**config.mk**
```make
export PLATFORM = sky130hd
export DESIGN_NAME = conv_patch_scheduler
export DESIGN_NICKNAME = d
export VERILOG_FILES = /design/src/rtl/conv_pkg.sv /design/src/rtl/conv_pipe_tracker.sv /design/src/rtl/conv_patch_scheduler.sv
export SDC_FILE = /design/constraint.sdc
export NUM_CORES = 1
export LEC_CHECK = 0
export ABC_CLOCK_PERIOD_IN_PS = 8800
export CAP_MARGIN = 20
export CORE_ASPECT_RATIO = 2
export CORE_MARGIN = 5
export CORE_UTILIZATION = 63
export DETAILED_ROUTE_END_ITERATION = 12
export DONT_BUFFER_PORTS = 1
export PLACE_DENSITY = 0.79
export REMOVE_ABC_BUFFERS = 1
export SKIP_LAST_GASP = 1
export SLEW_MARGIN = 20
export SYNTH_ARGS = -nofsm -noshare
export SYNTH_HDL_FRONTEND = slang
export SYNTH_SLANG_ARGS = --single-unit
export TNS_END_PERCENT = 1
```
**constraint.sdc**
```tcl
create_clock -name clk -period 8.8 [get_ports clk]
set_input_delay 1.32 -clock clk [delete_from_list [all_inputs] [get_ports clk]]
set_output_delay 1.32 -clock clk [all_outputs]
set_load 0.01 [all_outputs]
```
**src/rtl/conv_pkg.sv**
```systemverilog
// Shared definitions for the convolution patch scheduler: FSM state encoding,
// kernel tap count and tap index width.
package conv_pkg;

  localparam int KERNEL_TAPS = 9;
  localparam int TAP_IDX_W   = 4;

  localparam logic [KERNEL_TAPS-1:0] TAP_MASK_FULL = '1;

  typedef enum logic [2:0] {
    ST_IDLE,
    ST_LOAD_KERNEL,
    ST_RUN,
    ST_DRAIN,
    ST_DONE
  } state_e;

  function automatic logic tap_idx_valid(input logic [TAP_IDX_W-1:0] idx);
    return idx < TAP_IDX_W'(KERNEL_TAPS);
  endfunction

endpackage

```
**src/rtl/conv_pipe_tracker.sv**
```systemverilog
// Shift register that mirrors the multiplication core pipeline: carries a
// valid bit plus a payload per stage and advances only while enabled.
module conv_pipe_tracker #(
  parameter int PIPE_LAT  = 3,
  parameter int PAYLOAD_W = 8
) (
  input  logic                 clk,
  input  logic                 rst,
  input  logic                 en,
  input  logic                 clr,
  input  logic                 in_vld,
  input  logic [PAYLOAD_W-1:0] in_data,
  output logic                 out_vld,
  output logic [PAYLOAD_W-1:0] out_data,
  output logic                 empty
);

  logic [PIPE_LAT-1:0]  vld_q, vld_d, src_vld;
  logic [PAYLOAD_W-1:0] data_q [PIPE_LAT];
  logic [PAYLOAD_W-1:0] data_d [PIPE_LAT];
  logic [PAYLOAD_W-1:0] src_data [PIPE_LAT];

  genvar gi;
  generate
    for (gi = 0; gi < PIPE_LAT; gi++) begin : g_stage
      if (gi == 0) begin : g_head
        assign src_vld[gi]  = in_vld;
        assign src_data[gi] = in_data;
      end else begin : g_body
        assign src_vld[gi]  = vld_q[gi-1];
        assign src_data[gi] = data_q[gi-1];
      end
    end
  endgenerate

  always_comb begin
    vld_d = en ? src_vld : vld_q;
    // A clear must also drop the stage being loaded this cycle.
    if (clr) begin
      vld_d = '0;
    end
    for (int i = 0; i < PIPE_LAT; i++) begin
      data_d[i] = en ? src_data[i] : data_q[i];
    end
  end

  always_ff @(posedge clk or posedge rst) begin
    if (rst) begin
      vld_q <= '0;
      for (int i = 0; i < PIPE_LAT; i++) begin
        data_q[i] <= '0;
      end
    end else begin
      vld_q <= vld_d;
      for (int i = 0; i < PIPE_LAT; i++) begin
        data_q[i] <= data_d[i];
      end
    end
  end

  assign out_vld  = vld_q[PIPE_LAT-1];
  assign out_data = data_q[PIPE_LAT-1];
  assign empty    = ~|vld_q;

endmodule

```
**src/rtl/conv_patch_scheduler.sv**
```systemverilog
// Sequences a convolution job: loads the 3x3 kernel, issues grid patches
// row-major to the multiplication core and tracks results to the consumer.
module conv_patch_scheduler
  import conv_pkg::*;
#(
  parameter int FMS_PATCH_SIZE    = 4,
  parameter int KERNEL_DATA_WIDTH = 8,
  parameter int PIPE_LAT          = 3,
  parameter int IDX_W             = 8
) (
  input  logic                                clk,
  input  logic                                rst,
  input  logic                                start,
  input  logic                                abort,
  input  logic [IDX_W-1:0]                    cfg_rows,
  input  logic [IDX_W-1:0]                    cfg_cols,
  input  logic                                kwr_vld,
  input  logic [TAP_IDX_W-1:0]                kwr_idx,
  input  logic signed [KERNEL_DATA_WIDTH-1:0] kwr_x,
  input  logic signed [KERNEL_DATA_WIDTH-1:0] kwr_y,
  input  logic                                patch_vld,
  output logic                                patch_rdy,
  output logic                                core_clk_en,
  output logic                                core_data_vld,
  output logic signed [KERNEL_DATA_WIDTH-1:0] kernel_x [KERNEL_TAPS],
  output logic signed [KERNEL_DATA_WIDTH-1:0] kernel_y [KERNEL_TAPS],
  output logic                                res_vld,
  input  logic                                res_rdy,
  output logic [IDX_W-1:0]                    res_row,
  output logic [IDX_W-1:0]                    res_col,
  output logic                                res_last,
  output logic                                busy,
  output logic                                done
);

  localparam int PAY_W = 2 * IDX_W + 1;

  generate
    if (PIPE_LAT < 1 || FMS_PATCH_SIZE < 1) begin : g_param_check
      $error("conv_patch_scheduler: PIPE_LAT and FMS_PATCH_SIZE must be >= 1");
    end
  endgenerate

  state_e                         state_q, state_d;
  logic [IDX_W-1:0]               rows_q, rows_d, cols_q, cols_d;
  logic [IDX_W-1:0]               row_q, row_d, col_q, col_d;
  logic [KERNEL_TAPS-1:0]         mask_q, mask_d;
  logic signed [KERNEL_DATA_WIDTH-1:0] kx_q [KERNEL_TAPS];
  logic signed [KERNEL_DATA_WIDTH-1:0] kx_d [KERNEL_TAPS];
  logic signed [KERNEL_DATA_WIDTH-1:0] ky_q [KERNEL_TAPS];
  logic signed [KERNEL_DATA_WIDTH-1:0] ky_d [KERNEL_TAPS];

  logic             stall, issue, is_last;
  logic             tail_vld, pipe_empty;
  logic [PAY_W-1:0] tail_data;

  always_comb begin
    stall     = tail_vld & ~res_rdy;
    is_last   = (row_q == rows_q - IDX_W'(1)) && (col_q == cols_q - IDX_W'(1));
    patch_rdy = (state_q == ST_RUN) & ~stall;
    issue     = patch_vld & patch_rdy;

    state_d = state_q;
    rows_d  = rows_q;
    cols_d  = cols_q;
    row_d   = row_q;
    col_d   = col_q;
    mask_d  = mask_q;
    kx_d    = kx_q;
    ky_d    = ky_q;

    if (abort) begin
      state_d = ST_IDLE;
    end else begin
      case (state_q)
        ST_IDLE: begin
          if (start) begin
            rows_d  = cfg_rows;
            cols_d  = cfg_cols;
            row_d   = '0;
            col_d   = '0;
            mask_d  = '0;
            state_d = ST_LOAD_KERNEL;
          end
        end
        ST_LOAD_KERNEL: begin
          if (kwr_vld && tap_idx_valid(kwr_idx)) begin
            for (int t = 0; t < KERNEL_TAPS; t++) begin
              if (kwr_idx == TAP_IDX_W'(t)) begin
                kx_d[t]   = kwr_x;
                ky_d[t]   = kwr_y;
                mask_d[t] = 1'b1;
              end
            end
          end
          // An empty grid still completes the job, just without issuing.
          if (mask_d == TAP_MASK_FULL) begin
            state_d = (rows_q == '0 || cols_q == '0) ? ST_DONE : ST_RUN;
          end
        end
        ST_RUN: begin
          if (issue) begin
            if (is_last) begin
              state_d = ST_DRAIN;
            end else if (col_q == cols_q - IDX_W'(1)) begin
              col_d = '0;
              row_d = row_q + IDX_W'(1);
            end else begin
              col_d = col_q + IDX_W'(1);
            end
          end
        end
        ST_DRAIN: begin
          if (pipe_empty) begin
            state_d = ST_DONE;
          end
        end
        ST_DONE: begin
          state_d = ST_IDLE;
        end
        default: begin
          state_d = ST_IDLE;
        end
      endcase
    end
  end

  always_ff @(posedge clk or posedge rst) begin
    if (rst) begin
      state_q <= ST_IDLE;
      rows_q  <= '0;
      cols_q  <= '0;
      row_q   <= '0;
      col_q   <= '0;
      mask_q  <= '0;
      for (int t = 0; t < KERNEL_TAPS; t++) begin
        kx_q[t] <= '0;
        ky_q[t] <= '0;
      end
    end else begin
      state_q <= state_d;
      rows_q  <= rows_d;
      cols_q  <= cols_d;
      row_q   <= row_d;
      col_q   <= col_d;
      mask_q  <= mask_d;
      kx_q    <= kx_d;
      ky_q    <= ky_d;
    end
  end

  conv_pipe_tracker #(
    .PIPE_LAT  (PIPE_LAT),
    .PAYLOAD_W (PAY_W)
  ) u_tracker (
    .clk      (clk),
    .rst      (rst),
    .en       (~stall),
    .clr      (abort),
    .in_vld   (issue),
    .in_data  ({is_last, row_q, col_q}),
    .out_vld  (tail_vld),
    .out_data (tail_data),
    .empty    (pipe_empty)
  );

  assign core_clk_en   = ~stall;
  assign core_data_vld = issue;
  assign kernel_x      = kx_q;
  assign kernel_y      = ky_q;
  assign res_vld       = tail_vld;
  assign res_last      = tail_data[PAY_W-1];
  assign res_row       = tail_data[2*IDX_W-1:IDX_W];
  assign res_col       = tail_data[IDX_W-1:0];
  assign busy          = (state_q != ST_IDLE);
  assign done          = (state_q == ST_DONE);

endmodule

```
* Yosys cells after proc, flatten, opt, wreduce, memory -nomap -nowiden
Cells that the tools add are included.
** Word-level totals
- Register bits after elaboration :: 242
- Output and inout port bits :: 167
- Word-level logic and storage cells :: 122
** Operators by class
- $add $sub $neg :: 4
- Magnitude comparators :: 1
- Equal/unequal tests :: 25
- Mux-type cells :: 33
- Bitwise operators :: 6
- Reduce and logical (&&, ||, !) cells :: 25
** Operators by type and width (number)
- 2-to-1 mux 8 bit :: 7
- 2-to-1 mux 9 bit :: 4
- AND reduction 4 bit :: 9
- case mux 8 bit (2 select lines) :: 2
- 2-to-1 mux 3 bit :: 9
- case mux 9 bit (2 select lines) :: 1
- adder 8 x 1 -> 8 bit, second input constant :: 2
- == test 4 x 3 -> 1 bit, second input constant :: 4
- == test 8 bit :: 2
- logical NOT 8 bit :: 2
- subtractor 8 x 1 -> 8 bit, second input constant :: 2
- != test 3 bit, second input constant :: 5
- case mux 3 bit (4 select lines) :: 1
- AND reduction 5 bit :: 2
- == test 9 bit, second input constant :: 1
- 2-to-1 mux 1 bit :: 9
- == test 4 x 2 -> 1 bit, second input constant :: 2
- != test 2 bit, second input constant :: 4
- == test 3 x 2 -> 1 bit, second input constant :: 2
- AND reduction 3 bit :: 2
- AND reduction 6 bit :: 1
- == test 4 x 1 -> 1 bit, second input constant :: 1
- == test 4 bit, second input constant :: 1
- logical NOT 4 bit :: 1
- 12 further kinds :: 18

* Logic depth before layout (Yosys ltp)
- Word-level depth :: 9
- Gate-level depth with buffers :: 12
- Mapped depth without buffers :: 10

* Modules after synthesis
A second synthesis with hierarchy kept.
** Second synthesis, totals
- Cell total of the unflattened synthesis :: 767
- Area total of the unflattened synthesis :: 10486.3 µm²
** Modules (own cells, without submodules)
- conv_patch_scheduler :: instances 1, cells each 631, area each 8095.3 µm², sequential area each 4704.5 µm²
- conv_pipe_tracker :: instances 1, cells each 136, area each 2391.0 µm², sequential area each 1351.3 µm²

* Worst setup path before layout
OpenSTA, ideal clock, no wires.
- Path kind :: in2reg
- Start point :: input port abort
- End point :: register kx_q (netlist bit kernel_x[71])
- Setup time :: 0.125 ns
- Arrival time :: 3.106 ns
- Setup slack :: 5.569 ns
- Cell stages on the path :: 6
- Cells stage by stage :: clkdlybuf4s15_2 nor2_1 nand4_1 nor4_2 buf_2 mux2_2
** Between the ends
- Longest elaborated chain between the ends :: 2
** Ends and longest elaborated chain
- from (decl) :: RTL line conv_patch_scheduler.sv:14 : input logic abort,
- inverter 1 bit (no source line)
- AND reduction 4 bit (no source line)
- to (signal assigned) :: RTL line conv_patch_scheduler.sv:147 : kx_q <= kx_d;
- to (decl) :: RTL line conv_patch_scheduler.sv:48 : logic signed [KERNEL_DATA_WIDTH-1:0] kx_q [KERNEL_TAPS];
No other way between the ends.
A chain may end at the register's enable or synchronous reset.

* Final worst setup path
- Start point :: input port res_rdy
- End point :: output port core_data_vld
** Between the ends
- Longest elaborated chain between the ends :: 5
** Ends and longest elaborated chain
- from (decl) :: RTL line conv_patch_scheduler.sv:28 : input logic res_rdy,
- inverter 1 bit :: RTL line conv_patch_scheduler.sv:58 : stall = tail_vld & ~res_rdy;
- bitwise AND 1 bit :: RTL line conv_patch_scheduler.sv:58
- inverter 1 bit
- via core_clk_en :: RTL line conv_patch_scheduler.sv:23 : output logic core_clk_en,
- bitwise AND 1 bit :: RTL line conv_patch_scheduler.sv:60 : patch_rdy = (state_q == ST_RUN) & ~stall;
- bitwise AND 1 bit :: RTL line conv_patch_scheduler.sv:61 : issue = patch_vld & patch_rdy;
- to (decl) :: RTL line conv_patch_scheduler.sv:24 : output logic core_data_vld,
The timed path passes the listed nets, and every way through them passes these cells.

==> impl_summary.txt <==
----------------------------------------------------
[Run status]
  Run status ... complete, no violations

[Floorplan]
  Standard-cell rows ... 65
  Core box area ... 15900 um2
  Die area ... 19000 um2
  Initial standard-cell utilization of the core ... 0.643
  Die width ... 99.9 um
  Vertical extent of the die ... 190 um
  I/O pin count ... 210

[Synthesis]
  #FFs+latches synth ... 242
  Share of synthesized flip-flops with an asynchronous set or reset ... 1.00
  Post-synthesis instance area ... 10200 um2
  Post-synth top flop ... dfrtp_1
  Count of warnings emitted by yosys ... 0
  Cell count after synthesis ... 870
  Post-synthesis sequential area ratio ... 0.594
  Number of enable flip-flop cells after synthesis ... 0
  Average cell area after synthesis ... 11.7 um2
  Count of unique library cells instantiated by Yosys ... 55

[Min path]
  Class of the tightest hold or removal check ... flop to flop

[Power]
  VDD IR-drop max ... 209 uV
  Static leakage power ... 5.50 nW
  Power density over cell area ... 265 nW/um2
  Final Total Pwr ... 2.87 mW

[Global route]
  Initial antenna violation count ... 0
  First-pass GRT wire length ... 36800 um
  Global routing usage summed across all routing layers ... 0.246
  Pin count of the biggest net entering global routing ... 162
  Overflow after GRT ... 0
  Vias in the first global route ... 6838

[Placement]
  Placer Congestion ... 0.838
  Placed Cells ... 1025
  Input/output buffers ... 0
  Post-DP HPWL ... 16000 um

[Worst setup path]
  RR Startpoint ... u_tracker.vld_q[2]
  CP Max Fanout ... 57
  Critical path arrival ... 3.00 ns
  Startpoint-to-endpoint class of the critical path ... input port to output pin
  Worst EP required ... 7.48 ns
  Minimum setup slack among reg-to-reg paths ... 5.50 ns
  Depth of the worst register-to-register path ... 8
  Worst setup endpoint ... core_data_vld
  Endpoint of the worst register-to-register path ... row_q[3]
  Kind of start point of the critical path ... input port
  Critical path origin ... res_rdy
  Endpoint class of the critical path ... output pin

[Timing]
  Unrepaired setup endpoints after global routing ... no
  Tcrit/Tclk final ... 0.491
  Final TNS setup ... 0 ns
  Setup-violating endpoint count in the final report ... 0
  Final count of hold timing violations ... 0
  Final max-slew violation count ... 0
  Highest achievable clock rate ... 232 MHz
  Post-layout minimum cycle time ... 4.32 ns
  Tightest Pin Transition ... 1.10 ns
  Rel. slew slack ... 0.268
  Worst Skew ... 0.00937 ns

[Drt]
  DRC violations left ... 0
  Avg WL per Cell ... 21.7 um
  Total length of routed wires ... 23000 um
  Total iterations of the first detailed-routing run ... 6
  Remaining antenna violation count ... 0
  Number of vias per cell after detailed routing ... 6.04
  Initial DRC Count ... 316
  Total via count in the routed design ... 6393

[Final layout]
  Number of filler instances in the final layout ... 1125
  Number of cells in the finished layout apart from fillers ... 1059
  Fraction of final layout cells with drive strength greater than 1 ... 0.233
  Leading cell type in the layout, fill and taps excluded ... dfrtp_1
  Ant. Diodes ... 0
  Highest-count cells in the layout ignoring fill and taps ... dfrtp_1, nand2_1, mux2_2, o21ai_0, nor2_1
  Area occupied by registers ... 6060 um2
  Area growth, synth to finish ... 6.35%
  End-of-flow core utilization ... 0.683
  Nets ... 896
  Multi-input logic area ... 3810 um2

[CTS]
  Gates resized, CTS repair ... 0
  Clk buf depth ... 3
  Maximum level of the CTS H-tree ... 1
  Number of buffers created by CTS ... 21
  CTS tree ... built
  Post-CTS Setup Repair Bufs ... 0
  Clock sink count ... 242
  Hold-fix buffer count after cts ... 0
  CTS Root Cell ... clkbuf_16
  Clock-pin slew reported for the worst setup and hold paths after clock tree synthesis ... 0.07 ns
  Clock latency on the worst-skew pair ... 0.49 ns

[Job]
  Reported max-cap violation count ... 0

----------------------------------------------------
==> cell usage after synthesis, drive strengths merged, types with 6 or more instances <==
library cell | count | area share
ha | 6 | 0.0074
nor2 | 26 | 0.0096
nor3 | 8 | 0.0044
a21oi | 13 | 0.0064
inv | 12 | 0.0044
mux2 | 144 | 0.16
nand4 | 6 | 0.0037
a21o | 7 | 0.0052
nand2 | 227 | 0.084
or3 | 6 | 0.0037
dfrtp | 242 | 0.59
xnor2 | 14 | 0.012
nand3 | 14 | 0.0069
xor2 | 7 | 0.0060
nor4 | 8 | 0.0085
buf | 26 | 0.018
clkbuf | 22 | 0.0081
o31ai | 7 | 0.0052
o21ai | 24 | 0.012
==> layout make-up <==
| cell class | count | share of cell area |
|---|---|---|
| sequential | 242 | 0.559 |
| clock buffer | 28 | 0.0537 |
| inverter | 12 | 0.00531 |
| timing repair buffer | 4 | 0.00346 |
| tap | 201 | 0.0232 |
| multi-input combinational | 566 | 0.352 |
| clock inverter | 6 | 0.00358 |
==> per-layer routing <==
layer | vias to the layer above | GRT usage | wire length, um
met5 | - | 0 | 0
li1 | 2876 | - | -
met3 | 75 | 0.0815 | 2030
met4 | 0 | 0.112 | 1120
met2 | 249 | 0.429 | 12100
met1 | 3193 | 0.268 | 7720
==> how the worst min path moves through the flow <==
stage	start	endpoint	slack, ns	cells after the start
finish	u_tracker.data_q[41]	u_tracker.data_q[41]	0.47	2
global route	u_tracker.data_q[21]	u_tracker.data_q[21]	0.48	2
CTS	u_tracker.data_q[38]	u_tracker.data_q[38]	0.47	2
detailed placement	u_tracker.data_q[38]	u_tracker.data_q[38]	0.46	2
global placement	u_tracker.data_q[24]	u_tracker.data_q[24]	0.45	2
floorplan	u_tracker.data_q[17]	u_tracker.data_q[17]	0.44	2
==> critical path, cell delays in order <==
cell	delay (ns)
nor2b_4	0.02
buf_4	0.28
inv_2	0.70
nand2_1	0.24
nor2_1	0.42
==> kinds of logic (layout without fill, tap and decap cells) <==
group	Yosys count	after routing	share of synthesized area
AOI/OAI and AO/OA	67	67	0.0420
xor gates and xnor gates	21	21	0.0180
adders and majority gates	6	6	0.00737
buffers and inverters	62	50	0.0350
DFF	242	242	0.594
muxes	144	144	0.159
and+or+nand+nor	328	328	0.144
==> flip-flops by register name, indices dropped and copies added (netlist names) <==
register,count
kernel_x,72
kernel_y,72
u_tracker.data_q,34
u_tracker.out_data,17
mask_q,9
col_q,8
cols_q,8
row_q,8
rows_q,8
state_q,3
u_tracker.vld_q,3
==> power breakdown <==
part           switching [mW]  internal (mW)
Combinational           0.249          0.229
Sequential              0.246           1.29
Clock                   0.389          0.465
Total                   0.883           1.98
==> per-stage QoR <==
step | instance area, um2 | hold slack (ns) | worst slack (ns)
2_1_floorplan | 9880 | 0.439 | 0.835
3_3_place_gp | 10200 | 0.448 | 4.52
3_5_place_dp | 10200 | 0.455 | 4.50
4_1_cts | 10800 | 0.470 | 4.50
5_1_grt | 10800 | 0.484 | 4.29
6_report | 10800 | 0.467 | 4.48
No activity file was read; power rests on OpenSTA's default activity.
